<file path="src/rtl/i2c_target_regs.sv">
// I2C target at one 7-bit address with an internal byte register file.
// SCL/SDA are oversampled on clk; SDA is driven open-drain through sda_oe.
module i2c_target_regs #(
  parameter logic [6:0] DEV_ADDR = 7'h50,
  parameter int         NUM_REGS = 16,
  localparam int        PTR_W    = $clog2(NUM_REGS)
) (
  input  logic             clk,
  input  logic             rst,
  input  logic             scl_i,
  input  logic             sda_i,
  output logic             sda_oe,
  output logic             busy,
  output logic             wr_strobe,
  output logic [PTR_W-1:0] wr_addr,
  output logic [7:0]       wr_data,
  input  logic [PTR_W-1:0] host_raddr,
  output logic [7:0]       host_rdata
);
  localparam logic [2:0] S_IDLE     = 3'd0;
  localparam logic [2:0] S_ADDR     = 3'd1;
  localparam logic [2:0] S_ADDR_ACK = 3'd2;
  localparam logic [2:0] S_WR_BYTE  = 3'd3;
  localparam logic [2:0] S_WR_ACK   = 3'd4;
  localparam logic [2:0] S_RD_BYTE  = 3'd5;
  localparam logic [2:0] S_RD_ACK   = 3'd6;

  logic scl_meta_q, scl_s_q, scl_p_q, sda_meta_q, sda_s_q, sda_p_q;
  logic [2:0]       state_q, state_d;
  logic [3:0]       cnt_q, cnt_d;
  logic [7:0]       shift_q, shift_d;
  logic [PTR_W-1:0] ptr_q, ptr_d, wr_addr_q, wr_addr_d;
  logic [7:0]       wr_data_q, wr_data_d;
  logic             sda_oe_q, sda_oe_d, busy_q, busy_d, rw_q, rw_d;
  logic             first_q, first_d, wr_strobe_q, wr_strobe_d;
  logic [7:0]       regs_q [NUM_REGS];

  // Sync flops reset to the idle-bus level so no edge is seen on release
  always_ff @(posedge clk) begin
    if (rst) begin
      {scl_meta_q, scl_s_q, scl_p_q} <= 3'b111;
      {sda_meta_q, sda_s_q, sda_p_q} <= 3'b111;
    end else begin
      {scl_meta_q, scl_s_q, scl_p_q} <= {scl_i, scl_meta_q, scl_s_q};
      {sda_meta_q, sda_s_q, sda_p_q} <= {sda_i, sda_meta_q, sda_s_q};
    end
  end

  logic scl_rise, scl_fall, start_c, stop_c;
  logic [7:0]       byte_in;
  logic [PTR_W-1:0] ptr_inc;
  assign scl_rise = scl_s_q & ~scl_p_q;
  assign scl_fall = ~scl_s_q & scl_p_q;
  assign start_c  = scl_s_q & scl_p_q & sda_p_q & ~sda_s_q;
  assign stop_c   = scl_s_q & scl_p_q & ~sda_p_q & sda_s_q;
  assign byte_in  = {shift_q[6:0], sda_s_q};
  assign ptr_inc  = ptr_q + PTR_W'(1);

  always_comb begin
    state_d = state_q;   cnt_d = cnt_q;         shift_d = shift_q;
    ptr_d = ptr_q;       sda_oe_d = sda_oe_q;   busy_d = busy_q;
    rw_d = rw_q;         first_d = first_q;     wr_strobe_d = 1'b0;
    wr_addr_d = wr_addr_q; wr_data_d = wr_data_q;
    case (state_q)
      S_ADDR: begin
        if (scl_rise && cnt_q < 4'd8) begin
          shift_d = byte_in;
          cnt_d   = cnt_q + 4'd1;
          if (cnt_q == 4'd7) begin
            if (byte_in[7:1] == DEV_ADDR) begin
              busy_d = 1'b1;
              rw_d   = byte_in[0];
            end else begin
              state_d = S_IDLE;
            end
          end
        end else if (scl_fall && cnt_q == 4'd8) begin
          sda_oe_d = 1'b1;
          state_d  = S_ADDR_ACK;
        end
      end
      S_ADDR_ACK: begin
        if (scl_fall) begin
          if (rw_q) begin
            shift_d  = regs_q[ptr_q];
            sda_oe_d = ~regs_q[ptr_q][7];
            cnt_d    = 4'd1;
            state_d  = S_RD_BYTE;
          end else begin
            sda_oe_d = 1'b0;
            cnt_d    = 4'd0;
            first_d  = 1'b1;
            state_d  = S_WR_BYTE;
          end
        end
      end
      S_WR_BYTE: begin
        if (scl_rise && cnt_q < 4'd8) begin
          shift_d = byte_in;
          cnt_d   = cnt_q + 4'd1;
          if (cnt_q == 4'd7) begin
            if (first_q) begin
              ptr_d   = byte_in[PTR_W-1:0];
              first_d = 1'b0;
            end else begin
              wr_strobe_d = 1'b1;
              wr_addr_d   = ptr_q;
              wr_data_d   = byte_in;
              ptr_d       = ptr_inc;
            end
          end
        end else if (scl_fall && cnt_q == 4'd8) begin
          sda_oe_d = 1'b1;
          state_d  = S_WR_ACK;
        end
      end
      S_WR_ACK: begin
        if (scl_fall) begin
          sda_oe_d = 1'b0;
          cnt_d    = 4'd0;
          state_d  = S_WR_BYTE;
        end
      end
      S_RD_BYTE: begin
        if (scl_fall) begin
          if (cnt_q == 4'd8) begin
            sda_oe_d = 1'b0;
            cnt_d    = 4'd0;
            state_d  = S_RD_ACK;
          end else begin
            sda_oe_d = ~shift_q[6];
            shift_d  = {shift_q[6:0], 1'b0};
            cnt_d    = cnt_q + 4'd1;
          end
        end
      end
      S_RD_ACK: begin
        // cnt=9 marks "master ACKed, next byte loaded, drive MSB at next fall"
        if (scl_rise && cnt_q == 4'd0) begin
          if (!sda_s_q) begin
            ptr_d   = ptr_inc;
            shift_d = regs_q[ptr_inc];
            cnt_d   = 4'd9;
          end else begin
            sda_oe_d = 1'b0;
            state_d  = S_IDLE;
          end
        end else if (scl_fall && cnt_q == 4'd9) begin
          sda_oe_d = ~shift_q[7];
          cnt_d    = 4'd1;
          state_d  = S_RD_BYTE;
        end
      end
      default: ;
    endcase
    if (start_c) begin
      state_d  = S_ADDR;
      cnt_d    = 4'd0;
      sda_oe_d = 1'b0;
      busy_d   = 1'b0;
    end else if (stop_c) begin
      state_d  = S_IDLE;
      sda_oe_d = 1'b0;
      busy_d   = 1'b0;
    end
  end

  always_ff @(posedge clk) begin
    if (rst) begin
      state_q <= S_IDLE;  cnt_q <= '0;     shift_q <= '0;   ptr_q <= '0;
      sda_oe_q <= 1'b0;   busy_q <= 1'b0;  rw_q <= 1'b0;    first_q <= 1'b0;
      wr_strobe_q <= 1'b0; wr_addr_q <= '0; wr_data_q <= '0;
    end else begin
      state_q <= state_d;   cnt_q <= cnt_d;     shift_q <= shift_d; ptr_q <= ptr_d;
      sda_oe_q <= sda_oe_d; busy_q <= busy_d;   rw_q <= rw_d;       first_q <= first_d;
      wr_strobe_q <= wr_strobe_d; wr_addr_q <= wr_addr_d; wr_data_q <= wr_data_d;
    end
  end

  // Register file commits from the strobe, so host reads see it the clk after
  always_ff @(posedge clk) begin
    if (rst) begin
      for (int i = 0; i < NUM_REGS; i++) regs_q[i] <= '0;
    end else if (wr_strobe_q) begin
      regs_q[wr_addr_q] <= wr_data_q;
    end
  end

  assign sda_oe     = sda_oe_q;
  assign busy       = busy_q;
  assign wr_strobe  = wr_strobe_q;
  assign wr_addr    = wr_addr_q;
  assign wr_data    = wr_data_q;
  assign host_rdata = regs_q[host_raddr];
endmodule

</file>
<file path="config.mk">
export PLATFORM = sky130hd
export DESIGN_NAME = i2c_target_regs
export DESIGN_NICKNAME = d
export VERILOG_FILES = /design/src/rtl/i2c_target_regs.sv
export SDC_FILE = /design/constraint.sdc
export NUM_CORES = 1
export LEC_CHECK = 0
export ABC_AREA = 1
export CAP_MARGIN = 20
export CORE_MARGIN = 2
export CORE_UTILIZATION = 30
export CTS_BUF_LIST = sky130_fd_sc_hd__clkbuf_8
export DETAILED_ROUTE_END_ITERATION = 8
export GPL_ROUTABILITY_DRIVEN = 0
export SETUP_SLACK_MARGIN = 0.2
export SLEW_MARGIN = 25
export SYNTH_ARGS = -nofsm -noshare
export SYNTH_HDL_FRONTEND = slang
export SYNTH_SLANG_ARGS = --single-unit
</file>
<file path="constraint.sdc">
create_clock -name clk -period 1.7 [get_ports clk]
set_input_delay 0.255 -clock clk [delete_from_list [all_inputs] [get_ports clk]]
set_output_delay 0.255 -clock clk [all_outputs]
set_load 0.02 [all_outputs]
</file>
* After elaboration in Yosys (flattened, before gate mapping) *
Memory sizes are Yosys's and may differ from the RTL's. A register that Yosys moved wholly into a read port is not among the register bits.
Index checks and enable logic that the tools add are counted.

operators by class
  $add $sub $neg = 2
  $lt $le $gt $ge = 1
  eq/ne operators = 43
  mux-type cells = 68
  bitwise logic cells = 18
  reductions and logical operators = 25

operators with widths
  operator               count
  $mux W4                16
  $mux W8                8
  $mux W3                14
  $pmux W8 S4            1
  $ne A2 B2 Y1 const B   14
  $ne A5 B5 Y1 const B   5
  $mux W1                24
  $ne A4 B4 Y1 const B   6
  $reduce_and A12 Y1     2
  $pmux W4 S5            1
  $ne A3 B3 Y1 const B   6
  $pmux W3 S6            1
  $reduce_and A8 Y1      2
  $not A1 Y1             11
  $reduce_and A5 Y1      2
  $eq A3 B3 Y1 const B   3
  $add A4 B1 Y4 const B  2
  $eq A4 B4 Y1 const B   2
  $pmux W4 S2            1
  $reduce_and A4 Y1      2
  $reduce_bool A8 Y1     1
  $reduce_or A8 Y1       1
  $and A1 B1 Y1          7
  $eq A7 B7 Y1 const B   1
  17 further kinds       24

word-level totals
  bits in registers = 42
  bits in writable memories = 128
  input bits = 8
  output and inout port bits = 23
  word-level logic and storage cells = 176
  memories kept = 1

memories
  name    depth  width  read ports  clocked after Yosys merged registers in  write ports  RTL line  source
  regs_q  16     8      3           1                                        16           36        logic [7:0] regs_q [NUM_REGS];

* Depth between registers and ports, before layout *
  depth in word-level cells = 8
  gate-level depth with buffers = 13
  mapped depth without buffers = 12

* Worst setup path after synthesis *
OpenSTA, ideal clock, no wires.

  path kind = input to output
  start point = in host_raddr[0]
  end point = out host_rdata[0]
  arrival = 1473 ps
  required time = 1445 ps
  slack = -28 ps
  cell stages on the path = 6
  buffers on the path = 2
  path through = buf_2 > clkbuf_1 > o21ai_0 > a21oi_1 > o22ai_1 > o21ai_0

between the ends
  longest elaborated chain between the ends = 1

RTL lines
  what            RTL line  source
  from (decl)     17        input logic [PTR_W-1:0] host_raddr,
  $mem_v2 Z16 W8  n/a
  to (decl)       18        output logic [7:0] host_rdata

Every way passes these cells.

==> flow_metrics.env <==
export IMPL_power_static_leakage_nw=5.79
export IMPL_floorplan_io_pins=31
export IMPL_max_cap_violations=0
export IMPL_yosys_register_bits=174
export IMPL_synth_top_cell_area_share=0.362
export IMPL_synth_top_cells_by_area="edfxtp_1 36%, nand2_1 10%, dfxtp_1 8.7%"
export IMPL_num_antenna_cells=0
export IMPL_path_max_fanout=2
export IMPL_post_route_min_period_ps=2050
export IMPL_use_met1=0.293
export IMPL_num_cts_buffers=17
export IMPL_floorplan_die_area_mm2=0.0369
export IMPL_crit_required_ps=1440
export IMPL_drt_iter0_drc=1439
export IMPL_portBuffers=30
export IMPL_highest_ir_drop_seen_on_vdd_v=0.000493
export IMPL_cell_variety_after_synth=43
export IMPL_clock_tree_root_cell="clkbuf_8"
export IMPL_fin_crit_sh=1.20
export IMPL_drc=0
export IMPL_ant_nets=0
export IMPL_crit_type="reg2out"
export IMPL_hp_class="in2reg"
export IMPL_setup_repair_after_global_routing_missed_its_margin="yes"
export IMPL_routed_wire_length_per_instance_um=19.9
export IMPL_busiest_grt_layer="met2"
export IMPL_avgViaCountPerCell=5.46
export IMPL_tritoncts="yes"
export IMPL_report_final_slew_viol_count=0
export IMPL_gr_total_overflow=0
export IMPL_clk_insertion_delay_late_ps=490
export IMPL_finalHoldViolCount=0
export IMPL_post_dp_hpwl_um=28700
export IMPL_final_setup_skew_ps=22.5
export IMPL_synth_seq_area_share=0.449
export IMPL_placement_cell_area_mm2=0.0130
export IMPL_worst_slew_pin_slew_ps=488
export IMPL_maxSlewHeadroom=0.675
export IMPL_final_nets=1654
export IMPL_setup_violating_endpoint_count_in_the_final_report=16
export IMPL_cts_h_tree_depth=4
export IMPL_pwr_density_cell_mw_per_mm2=1010
export IMPL_fraction_of_registers_with_async_set_or_reset_after_synthesis=0
export IMPL_grt_met3_usage=0.0481
export IMPL_initial_util=0.306
export IMPL_syn_mean_instance_area_um2=7.48
export IMPL_final_cell_area_mm2=0.0148
export IMPL_synth_edf_count=128
export IMPL_syn_nets=1430
export IMPL_first_pass_grt_wire_length_um=62000
export IMPL_dp_slack_ps=-524
export IMPL_achievable_frequency_mhz=488
export IMPL_die_height_um=192
export IMPL_hold_path_depth=2
export IMPL_area_growth_from_synthesis_to_final_layout_pct=39.3
export IMPL_gr_usage_met2=0.348
export IMPL_floorplan_die_width_um=192
export IMPL_vias=11500
export IMPL_critical_path_arrival_ps=1790
export IMPL_cts_sinks=174
export IMPL_cts_hold_buf=0
export IMPL_rr_worst_depth=11
export IMPL_failed_checks="setup timing"
export IMPL_antenna_violations_before_repair=0
export IMPL_netlist_instances=1418
export IMPL_worst_slack_ps=-348
export IMPL_synthesis_area_mm2=0.0106
export IMPL_fillers=3371
export IMPL_yosysTopAreaCell="edfxtp_1"
export IMPL_number_of_rows_created_at_floorplan=68
export IMPL_yosys_warnings=0
export IMPL_final_layout_size_suffix_gt1_frac=0.326
export IMPL_worstSetupEndpointType="output port"
export IMPL_number_of_buffers_on_the_longest_clock_path=2
export IMPL_postRouteWirelength_um=42100
export IMPL_drt_pre_antenna_iters=8
export IMPL_outcome="finished, violations left"
export IMPL_grt_max_degree=48
export IMPL_worst_setup_sp_type="flop"
export IMPL_first_global_vias=10800
export IMPL_path_clk_slew_ps=110
export IMPL_grt_usage=0.224
export IMPL_core_mm2=0.0347
export IMPL_synthFlopType="edfxtp_1"
## layout make-up
| class | instances | area (um^2) | share of cell area |
|---|---|---|---|
| inverter | 142 | 571 | 0.0386 |
| tap | 455 | 569 | 0.0385 |
| multi-input combinational | 1014 | 5640 | 0.382 |
| clock buffer | 19 | 262 | 0.0177 |
| timing repair buffer | 293 | 2790 | 0.189 |
| clock inverter | 13 | 140 | 0.00948 |
| sequential | 174 | 4800 | 0.325 |
## routing by layer
| layer | share of wire | routed length (um) |
|---|---|---|
| met5 | 0 | 0 |
| met3 | 0.096 | 4030 |
| met1 | 0.41 | 17200 |
| met4 | 0.049 | 2060 |
| met2 | 0.45 | 18800 |
## cell families (layout without fill, tap and decap cells)
family | after synthesis | count (layout) | share of synthesized area
flops | 174 | 174 | 0.449
fa+ha+maj | 4 | 4 | 0.00472
xor+xnor | 3 | 3 | 0.00389
buf+inv | 230 | 467 | 0.0882
compound gates | 352 | 352 | 0.192
simple gates | 655 | 655 | 0.262
## placed cells by master (no fill, tap or decap), drive strengths merged
| cell type | count |
|---|---|
| a211oi | 2 |
| a21oi | 122 |
| a311o | 1 |
| a31oi | 2 |
| buf | 269 |
| bufbuf | 1 |
| bufinv | 2 |
| clkbuf | 26 |
| clkdlybuf4s15 | 7 |
| clkdlybuf4s18 | 1 |
| clkdlybuf4s50 | 5 |
| clkinv | 16 |
| dfxtp | 46 |
| dlygate4sd2 | 3 |
| edfxtp | 128 |
| ha | 4 |
| inv | 137 |
| nand2 | 293 |
| nand3 | 136 |
| nand3b | 1 |
| nand4 | 7 |
| nor2 | 206 |
| nor3 | 8 |
| o211ai | 73 |
| o21ai | 134 |
| o221ai | 14 |
| o22ai | 4 |
| or2 | 4 |
| xnor2 | 1 |
| xor2 | 2 |
## final timing paths
path,from,end,slack (ps)
worst max-delay path,regs_q[6][6]$_SDFFCE_PN0P_,host_rdata[6],-350
worst min-delay path,sda_i,sda_meta_q$_SDFF_PP1_,330
worst max register to register,ptr_q[0]$_SDFFE_PP0P_,shift_q[2]$_SDFFE_PP0P_,-90
worst min register to register,scl_meta_q$_SDFF_PP1_,scl_s_q$_SDFF_PP1_,410
## flip-flops by register name, indices dropped and copies added, names as in the netlist, 3 cells and up, named ones only
signal,count
cnt_q,4
ptr_q,4
regs_q,128
shift_q,8
state_q,3
wr_addr,4
wr_data,8
## power breakdown
group / switching, W / leakage (nW) / internal (W) / total (W)
combinational: 0.00388 / 3.98 / 0.00283 / 0.00671
clock: 0.00169 / 0.213 / 0.00135 / 0.00304
sequential: 0.000346 / 1.60 / 0.00490 / 0.00524
## stage by stage
stage / hold WS [ps] / total power, W / setup TNS (ps) / util / cells
2_1_floorplan: 359 / 0.00837 / 0 / - / 1418
3_5_place_dp: 397 / 0.0103 / -36110 / 0.374 / 2028
3_3_place_gp: 398 / 0.0102 / -37870 / 0.374 / 2028
5_1_grt: 330 / 0.0157 / -4290 / 0.426 / 2110
6_report: 334 / 0.0150 / -2850 / 0.426 / 2110
4_1_cts: 318 / 0.0141 / -2570 / 0.407 / 2089
## synth_stat cells, types with 6 or more instances
cell      count
o221ai_1     14
inv_2         9
edfxtp_1    128
nand4_1       6
inv_1       120
clkbuf_1     50
a21oi_1     118
clkinv_1     12
buf_1         9
o211ai_1     73
dfxtp_1      46
nor2_1      198
buf_2        23
nand3_1     134
nand2_1     289
o21ai_0     130
## worst max-delay path, cell delays in order, from the launching register on
cell	delay (ps)
edfxtp_1	390
inv_2	100
nor2_2	50
a21oi_2	120
o21ai_1	110
buf_4	160
o221ai_2	160
nand2_1	90
buf_6	140
## timing repair
action,4_1_cts,5_1_grt
setup endpoints to repair,114,143
pin swaps,44,81
buffers inserted,21,17
cloned,8,4
gates resized for setup,221,148
No activity file was read; power rests on OpenSTA's default activity.
